`config.mk`:
```
export PLATFORM = sky130hd
export DESIGN_NAME = snoop_bus_ctrl
export DESIGN_NICKNAME = d
export VERILOG_FILES = /design/src/rtl/snoop_bus_ctrl.sv
export SDC_FILE = /design/constraint.sdc
export NUM_CORES = 1
export LEC_CHECK = 0
export ABC_AREA = 1
export CAP_MARGIN = 20
export CORE_MARGIN = 4
export CORE_UTILIZATION = 51
export DETAILED_ROUTE_END_ITERATION = 8
export PLACE_DENSITY = 0.92
export SYNTH_ARGS = -nofsm -noshare
export SYNTH_HDL_FRONTEND = slang
export SYNTH_SLANG_ARGS = --single-unit
```
`constraint.sdc`:
```
create_clock -name clock -period 3.26 [get_ports clock]
set_input_delay 0.652 -clock clock [delete_from_list [all_inputs] [get_ports clock]]
set_output_delay 0.652 -clock clock [all_outputs]
set_load 0.02 [all_outputs]
```
`src/rtl/snoop_bus_ctrl.sv`:
```
// Snooping-bus transaction controller: round-robin arbitration of N_CPU cache
// requests, bus broadcast, snoop response collection, optional flush wait, ack.
module snoop_bus_ctrl #(
  parameter int unsigned N_CPU     = 3,
  parameter int unsigned TAG_W     = 3,
  parameter int unsigned SNOOP_LAT = 2,
  parameter int unsigned CNT_W     = 16,
  localparam int unsigned SRC_W    = $clog2(N_CPU)
) (
  input  logic                     clock,
  input  logic                     clear_n,
  input  logic [N_CPU-1:0]         req,
  input  logic [2*N_CPU-1:0]       req_op,
  input  logic [TAG_W*N_CPU-1:0]   req_tag,
  input  logic [N_CPU-1:0]         snoop_hit,
  input  logic [N_CPU-1:0]         snoop_dirty,
  input  logic                     flush_done,
  output logic [N_CPU-1:0]         grant,
  output logic                     bus_valid,
  output logic [1:0]               bus_op,
  output logic [TAG_W-1:0]         bus_tag,
  output logic [SRC_W-1:0]         bus_src,
  output logic [N_CPU-1:0]         snoop_en,
  output logic [N_CPU-1:0]         ack,
  output logic                     ack_shared,
  output logic                     err,
  output logic                     busy,
  output logic [CNT_W-1:0]         txn_count
);

  localparam int unsigned LAT_W = (SNOOP_LAT > 1) ? $clog2(SNOOP_LAT) : 1;
  localparam logic [1:0] OP_INV = 2'b10;
  localparam logic [1:0] OP_RSV = 2'b11;

  typedef enum logic [2:0] {
    IDLE  = 3'd0,
    BCAST = 3'd1,
    SNOOP = 3'd2,
    FLUSH = 3'd3,
    RESP  = 3'd4
  } state_t;

  state_t             state, state_n;
  logic [SRC_W-1:0]   ptr, ptr_n;
  logic [SRC_W-1:0]   src, src_n;
  logic [1:0]         op, op_n;
  logic [TAG_W-1:0]   tag, tag_n;
  logic [LAT_W-1:0]   cnt, cnt_n;
  logic               shared, shared_n;

  logic [N_CPU-1:0]   grant_n, snoop_en_n, ack_n;
  logic               bus_valid_n, ack_shared_n, err_n, busy_n;
  logic [1:0]         bus_op_n;
  logic [TAG_W-1:0]   bus_tag_n;
  logic [SRC_W-1:0]   bus_src_n;
  logic [CNT_W-1:0]   txn_count_n;

  logic               found;
  logic [SRC_W-1:0]   win;
  logic [SRC_W-1:0]   cand;
  int unsigned        arb_idx;
  logic [1:0]         op_sel;
  logic [TAG_W-1:0]   tag_sel;
  logic               shared_now, dirty_now;

  // Round-robin search upward from ptr+1, wrapping modulo N_CPU
  always_comb begin
    found   = 1'b0;
    win     = '0;
    arb_idx = '0;
    cand    = '0;
    for (int unsigned k = 1; k <= N_CPU; k++) begin
      arb_idx = 32'(ptr) + k;
      if (arb_idx >= N_CPU) arb_idx = arb_idx - N_CPU;
      cand = SRC_W'(arb_idx);
      if (!found && req[cand]) begin
        found = 1'b1;
        win   = cand;
      end
    end
  end

  always_comb begin
    op_sel  = '0;
    tag_sel = '0;
    for (int unsigned i = 0; i < N_CPU; i++) begin
      if (win == SRC_W'(i)) begin
        op_sel  = req_op[2*i +: 2];
        tag_sel = req_tag[TAG_W*i +: TAG_W];
      end
    end
  end

  // The requester's own snoop bits never count
  assign shared_now = |(snoop_hit & ~grant);
  assign dirty_now  = |(snoop_dirty & ~grant);

  always_comb begin
    state_n      = state;
    ptr_n        = ptr;
    src_n        = src;
    op_n         = op;
    tag_n        = tag;
    cnt_n        = cnt;
    shared_n     = shared;
    grant_n      = grant;
    snoop_en_n   = snoop_en;
    bus_valid_n  = 1'b0;
    bus_op_n     = bus_op;
    bus_tag_n    = bus_tag;
    bus_src_n    = bus_src;
    ack_n        = '0;
    ack_shared_n = 1'b0;
    err_n        = 1'b0;
    txn_count_n  = txn_count;

    unique case (state)
      IDLE: begin
        if (found) begin
          state_n      = BCAST;
          src_n        = win;
          op_n         = op_sel;
          tag_n        = tag_sel;
          grant_n      = '0;
          grant_n[win] = 1'b1;
          bus_valid_n  = 1'b1;
          bus_op_n     = op_sel;
          bus_tag_n    = tag_sel;
          bus_src_n    = win;
        end
      end
      BCAST: begin
        if (op == OP_RSV) begin
          state_n     = RESP;
          err_n       = 1'b1;
          shared_n    = 1'b0;
          ack_n       = grant;
          txn_count_n = txn_count + CNT_W'(1);
        end else begin
          state_n    = SNOOP;
          cnt_n      = LAT_W'(SNOOP_LAT - 1);
          snoop_en_n = ~grant;
        end
      end
      SNOOP: begin
        if (cnt == '0) begin
          shared_n = shared_now;
          if (dirty_now && (op != OP_INV)) begin
            state_n = FLUSH;
          end else begin
            state_n      = RESP;
            ack_n        = grant;
            ack_shared_n = shared_now;
            snoop_en_n   = '0;
            txn_count_n  = txn_count + CNT_W'(1);
          end
        end else begin
          cnt_n = cnt - LAT_W'(1);
        end
      end
      FLUSH: begin
        if (flush_done) begin
          state_n      = RESP;
          ack_n        = grant;
          ack_shared_n = shared;
          snoop_en_n   = '0;
          txn_count_n  = txn_count + CNT_W'(1);
        end
      end
      RESP: begin
        state_n = IDLE;
        grant_n = '0;
        ptr_n   = src;
      end
      default: state_n = IDLE;
    endcase

    busy_n = (state_n != IDLE);
  end

  // Outputs are registered copies of the values for the state being entered
  always_ff @(posedge clock) begin
    if (!clear_n) begin
      state      <= IDLE;
      ptr        <= SRC_W'(N_CPU - 1);
      src        <= '0;
      op         <= '0;
      tag        <= '0;
      cnt        <= '0;
      shared     <= 1'b0;
      grant      <= '0;
      bus_valid  <= 1'b0;
      bus_op     <= '0;
      bus_tag    <= '0;
      bus_src    <= '0;
      snoop_en   <= '0;
      ack        <= '0;
      ack_shared <= 1'b0;
      err        <= 1'b0;
      busy       <= 1'b0;
      txn_count  <= '0;
    end else begin
      state      <= state_n;
      ptr        <= ptr_n;
      src        <= src_n;
      op         <= op_n;
      tag        <= tag_n;
      cnt        <= cnt_n;
      shared     <= shared_n;
      grant      <= grant_n;
      bus_valid  <= bus_valid_n;
      bus_op     <= bus_op_n;
      bus_tag    <= bus_tag_n;
      bus_src    <= bus_src_n;
      snoop_en   <= snoop_en_n;
      ack        <= ack_n;
      ack_shared <= ack_shared_n;
      err        <= err_n;
      busy       <= busy_n;
      txn_count  <= txn_count_n;
    end
  end

endmodule

```
# ---- Yosys cells after proc, flatten, opt, wreduce, memory -nomap -nowiden
# Cells that the tools add are included.
dict set report word_totals {
  reg_bits 43
  in_bits 27
  output_inout_bits 36
  word_cells 128
}
dict set report classes {
  n_addsub 8
  order_cmp 8
  n_eq_ne 14
  n_mux 58
  bitwise_logic 3
  reduce_logical 22
}
# operator n
set op_table {}
lappend op_table {{16-bit two-way mux} 4}
lappend op_table {{3-bit two-way mux} 17}
lappend op_table {{16-bit case mux with 3 select lines} 1}
lappend op_table {{2-bit two-way mux} 9}
lappend op_table {{3-bit case mux with 3 select lines} 2}
lappend op_table {{16-bit by 1-bit adder with 16-bit output (second input constant)} 1}
lappend op_table {{1-bit two-way mux} 16}
lappend op_table {{2-bit != test (second input constant)} 7}
lappend op_table {{2-bit by 3-bit < comparator with 1-bit output (second input constant)} 4}
lappend op_table {{3-bit case mux with 4 select lines} 1}
lappend op_table {{2-bit AND reduction} 5}
lappend op_table {{5-bit AND reduction} 2}
lappend op_table {{3-bit by 2-bit >= comparator with 1-bit output (second input constant)} 3}
lappend op_table {{2-bit by 2-bit adder with 3-bit output (second input constant)} 2}
lappend op_table {{3-bit bitwise AND} 2}
lappend op_table {{1-bit binary-select mux with 2-bit select} 3}
lappend op_table {{3-bit by 2-bit == test with 1-bit output (second input constant)} 2}
lappend op_table {{1-bit case mux with 2 select lines} 3}
lappend op_table {{3-bit case mux with 2 select lines} 1}
lappend op_table {{3-bit nonzero test} 2}
lappend op_table {{3-bit OR reduction} 2}
lappend op_table {{2-bit subtractor (second input constant)} 3}
lappend op_table {{2-bit == test (second input constant)} 2}
lappend op_table {{1-bit logical AND} 4}
lappend op_table {{other kinds (13)} 15}

# ---- Logic depth before layout (Yosys ltp)
dict set report depth {
  depth_word 18
  depth_mapped 16
  mapped_depth_nobuf 15
}

# ---- Worst setup path after synthesis
# OpenSTA, ideal clock, no wires.
dict set report synth_timing {
  path_kind {register to register}
  start {reg ptr[0]}
  end {reg src[0]}
  setup_time_ns 0.120
  t_arrival_ns 1.797
  required_time_ns 3.140
  path_slack_ns 1.343
  path_stages_with_launch 13
  n_path_buf 2
  synth_period_minus_slack_ns 1.917
  cell_sequence {dfxtp_1 > inv_1 > ha_1 > buf_4 > inv_2 > o21ai_0 > nand2_1 > nand2_1 > o211ai_2 > inv_1 > buf_2 > o21ai_0 > a21oi_1}
}
dict set report synth_via {
  elab_chain_cells 13
  elab_cells_between_ends 29
  classes_between {6 x add/sub; 3 x order compare; 15 x mux; 5 x reduce/logical}
}
# element line
set synth_lines {}
lappend synth_lines {{start, declared} 44} ;# logic [SRC_W-1:0] ptr, ptr_n;
lappend synth_lines {{start signal, assigned} 185} ;# ptr <= SRC_W'(N_CPU - 1);
lappend synth_lines {{start signal, assigned} 204} ;# ptr <= ptr_n;
lappend synth_lines {{2-bit by 1-bit adder with 3-bit output} 73} ;# arb_idx = 32'(ptr) + k;
lappend synth_lines {{3-bit by 2-bit >= comparator with 1-bit output / 2-bit subtractor (equally long branches)} 74} ;# if (arb_idx >= N_CPU) arb_idx = arb_idx - N_CPU;
lappend synth_lines {{2-bit two-way mux} 74}
lappend synth_lines {{1-bit binary-select mux with 2-bit select} 76} ;# if (!found && req[cand]) begin
lappend synth_lines {{1-bit two-way mux (implied by the code)} 76}
lappend synth_lines {{1-bit two-way mux} 76}
lappend synth_lines {{1-bit logical NOT} 76}
lappend synth_lines {{1-bit logical AND} 76}
lappend synth_lines {{1-bit two-way mux} 76}
lappend synth_lines {{1-bit logical NOT} 76}
lappend synth_lines {{1-bit logical AND} 76}
lappend synth_lines {{1-bit two-way mux} 76}
lappend synth_lines {{2-bit AND reduction (no line)} --}
lappend synth_lines {{end signal, assigned} 205} ;# src <= src_n;
lappend synth_lines {{end, declared} 45} ;# logic [SRC_W-1:0] src, src_n;
# Parallel ways exist; a longest one is shown, timed or not. The select of a mux whose other input is x is not followed.
# A chain may end at the register's enable or synchronous reset.

# ---- Worst setup path in the final report
dict set report layout_timing {
  start {reg ptr[0]}
  end {reg grant[0]}
}
dict set report layout_via {
  elab_chain_cells 18
  elab_cells_between_ends 37
  classes_between {6 x add/sub; 5 x order compare; 1 x eq/ne; 19 x mux; 6 x reduce/logical}
}
# element line
set layout_lines {}
lappend layout_lines {{2-bit by 1-bit adder with 3-bit output} 73}
lappend layout_lines {{3-bit by 2-bit >= comparator with 1-bit output / 2-bit subtractor (equally long branches)} 74}
lappend layout_lines {{2-bit two-way mux} 74}
lappend layout_lines {{1-bit binary-select mux with 2-bit select} 76}
lappend layout_lines {{1-bit two-way mux (implied by the code)} 76}
lappend layout_lines {{1-bit two-way mux} 76}
lappend layout_lines {{1-bit logical NOT} 76}
lappend layout_lines {{1-bit logical AND} 76}
lappend layout_lines {{[2 not listed]} --}
lappend layout_lines {{1-bit logical AND} 76}
lappend layout_lines {{2-bit two-way mux} 76}
lappend layout_lines {{2-bit by 3-bit < comparator with 1-bit output (implied by the code) / 2-bit by 1-bit >= comparator with 1-bit output (equally long branches)} 125} ;# grant_n[win] = 1'b1;
lappend layout_lines {{1-bit logical AND (implied by the code)} 125}
lappend layout_lines {{1-bit two-way mux (implied by the code)} 125}
lappend layout_lines {{1-bit demux with 2-bit select} 125}
lappend layout_lines {{3-bit two-way mux} 119} ;# if (found) begin
lappend layout_lines {{3-bit case mux with 2 select lines} 117} ;# unique case (state)
lappend layout_lines {{end signal, assigned} 210} ;# grant <= grant_n;
lappend layout_lines {{end, declared} 18} ;# output logic [N_CPU-1:0] grant,
# Parallel ways exist; a longest one is shown, timed or not. The select of a mux whose other input is x is not followed.

==> reports/metrics.yaml <==
logic_synthesis:
  syn_avg_cell_area_sq_um: 6.68
  synthTopCellsByArea: "dfxtp_1 38%, nand2_1 15%, inv_1 8.0%"
  syn-cell-area_sq_um: 2250
  ys_ff_latch: 43
  yosysTopAreaCell: "dfxtp_1"
  yosysWarnings: 0
  yosys.cell_types.count: 33
  synth_fp_nets: 367
  synth_top_cell_area_share_pct: 38.3
  synth-seq-area-share_pct: 38.3
  syn_inst: 336
power:
  intPower_mw: 1.23
  pwr-share-seq_pct: 34.6
  switching_share_pct: 40.9
  fin_total_pwr_mw: 2.08
  clockPowerShare_pct: 21.4
  p_leak_nw: 1.30
  power_switching_mw: 0.849
  combPwrFrac_pct: 44.0
  irDropWorstVdd_mv: 0.581
  p_per_area_nw_per_um2: 691
grt:
  grt.total_usage_pct: 23.4
  grt_pass1_vias: 2267
  grt_pass1_wl_mm: 10.1
  antenna_found_initial: 0
  grt-ovfl-total: 0
  grt_max_degree: 24
detailed_routing:
  num_vias: 2352
  viasPerCell: 5.23
  drc: 0
  drtIter0Drc: 137
  wire_per_inst_um: 13.2
  ant_nets: 0
  dr.pass1.iters: 4
  drt-total-wl_mm: 5.92
critical_path:
  path_cells: "inv_1 -> ha_1 -> inv_2 -> nand2_1 -> nand3_1 -> nand2_1 -> nand2_1 -> o211ai_2 -> inv_1 -> nand2_1 -> inv_1 -> nand2_1 -> o21ai_0"
  cp.depth: 13
  start_kind: "flip-flop"
  rrSetupSlack_ns: 0.82
  r2r_cells: 13
  endpoint: "grant[0]"
  r2r_end: "grant[0]"
  crit_path_frequent_cell: "nand2_1"
  path_buf_inv: 4
  cp_slowest_cell: "ha_1"
  crit_required_ns: 3.45
  arrival_ns: 2.63
  timing.rr.start: "ptr[0]"
  startpoint: "ptr[0]"
  critical-path-top-delay-family: "simple AND/OR/NAND/NOR gates"
  critPathKind: "flip-flop to flip-flop"
  crit_fanout: 11
  cp-end-kind: "flip-flop"
  slowest_delay_ns: 0.48
layout:
  nets: 430
  antenna_cells: 0
  fin_area_sq_um: 3010
  final_cell_mix: "89 x nand2_1, 62 x clkdlybuf4s50_1, 48 x inv_1"
  final_cells: 450
  drive_gt1_share_pct: 6.50
  mostFrequentLayoutCell: "nand2_1"
  area_growth_pct: 33.9
floorplan:
  die_w_um: 74.4
  core_area_sq_um: 4120
  io_pins: 63
  num_rows: 23
  dieArea_sq_um: 5530
  initial_core_util_pct: 54.6
  die_h_um: 74.4
placement:
  gp_congestion: 0.842
  io_buffer_count: 62
  placed_cells: 442
  placed_area_sq_um: 2890
  post-dp-hpwl_mm: 4.36
hold_path:
  hold_class: "flip-flop to flip-flop"
  whs_path_depth: 2
clock_tree:
  clockBufferDepth: 2
  h-tree-depth: 2
  cts.repair.resized: 0
  cts_hold_buffers: 0
  cts_sinks: 43
  cts_buffers: 5
  cts-root-buf: "clkbuf_8"
  path_clk_slew_ns: 0.09
  postCtsSetupBuffers: 0
  cts_tree: "built"
  clk_latency_ns: 0.30
status:
  status: "completed"
timing:
  skew_ns: 0.00692
  clock.fmax_ghz: 0.411
  whs_ns: 0.476
  period_minus_slack_ns: 2.44
  rsz0062_at_grt: "false"
  relSlewSlack_pct: 65.1
  slew_violations: 0
  setup_viol: 0
  setup-tns-final_ns: 0
  final_hold_viol_count: 0
  worstMarginPinSlew_ns: 0.520
  min_period_over_period_pct: 74.7
flow_run:
  cap_viol_max_count: 0
==> cells in the mapped netlist, drive strengths merged <==
cell type,count
clkinv,1
nor3,9
nor4,1
inv,53
o21ai,18
nand3,24
nand2,93
dfxtp,43
o211ai,1
a21oi,31
o22ai,2
a31oi,1
nor2,33
o21bai,1
or2,1
ha,4
xor2,4
buf,4
clkbuf,3
nand4,6
xnor2,2
and3,1
==> final cells by class <==
type,instances,area (sq um)
fillers,335,1110
inverters,54,203
flip-flops and latches,43,861
clock buffers,6,82.6
repair buffers,63,628
clock inverters,2,38.8
multi-input cells,232,1130
well taps,50,62.6
==> worst register-to-register path, delay by kind of cell, from the launching register on <==
kind	cells	cell delay, ns
compound gates	2	0.32
simple gates	6	0.60
flops	1	0.39
fa+ha+maj	1	0.48
buf+inv	4	0.53
==> cell families (layout without fill, tap and decap cells) <==
group | after synthesis | count (layout) | synth area share [%]
AO/OA/AOI/OAI | 54 | 54 | 13.0
XOR/XNOR | 6 | 6 | 2.34
adder cells (fa/ha/maj) | 4 | 4 | 2.23
buffers and inverters | 61 | 125 | 11.3
flip-flops | 43 | 43 | 38.3
AND/OR/NAND/NOR | 168 | 168 | 32.9
==> power by group through the flow <==
| stage | Sequential (mW) | Clock [mW] | Combinational, mW |
|---|---|---|---|
| final | 0.720 | 0.444 | 0.914 |
| after global routing | 0.732 | 0.476 | 1.03 |
| after floorplan | 0.805 | 0 | 0.522 |
| after global placement | 0.720 | 0 | 0.871 |
| after detailed placement | 0.726 | 0 | 0.902 |
| after CTS | 0.718 | 0.450 | 0.912 |
==> sequential cells by signal (all words and copies together) (netlist names), 2 cells and up <==
| name | count |
|---|---|
| ptr | 2 |
| src | 2 |
| grant | 3 |
| state | 3 |
| txn_count | 16 |
| bus_tag | 3 |
| op | 2 |
| ack | 3 |
| snoop_en | 3 |
==> layer usage <==
layer / up-vias / share of wire, % / GRT usage [%]
li1: 1190 / - / -
met1: 1067 / 43 / 29.2
met2: 84 / 49 / 38.8
met3: 11 / 6.7 / 5.81
met4: 0 / 1.8 / 9.29
met5: - / 0 / 0
==> worst min path at each step <==
stage | start | end | slack, ns
floorplan | shared | ack_shared | 0.46
global placement | txn_count[4] | txn_count[4] | 0.45
detailed placement | txn_count[4] | txn_count[4] | 0.46
CTS | txn_count[4] | txn_count[4] | 0.48
global route | grant[1] | ack[1] | 0.52
finish | txn_count[4] | txn_count[4] | 0.48
==> per-stage QoR <==
| step | setup slack, ns | util, % |
|---|---|---|
| 6_report | 0.825 | 73.1 |
| 5_1_grt | 0.547 | 73.1 |
| 4_1_cts | 0.855 | 73.1 |
| 3_5_place_dp | 0.742 | 70.1 |
| 3_3_place_gp | 0.916 | 70.1 |
| 2_1_floorplan | 1.34 | - |
Note: power is estimated with default switching activity, not from simulation.
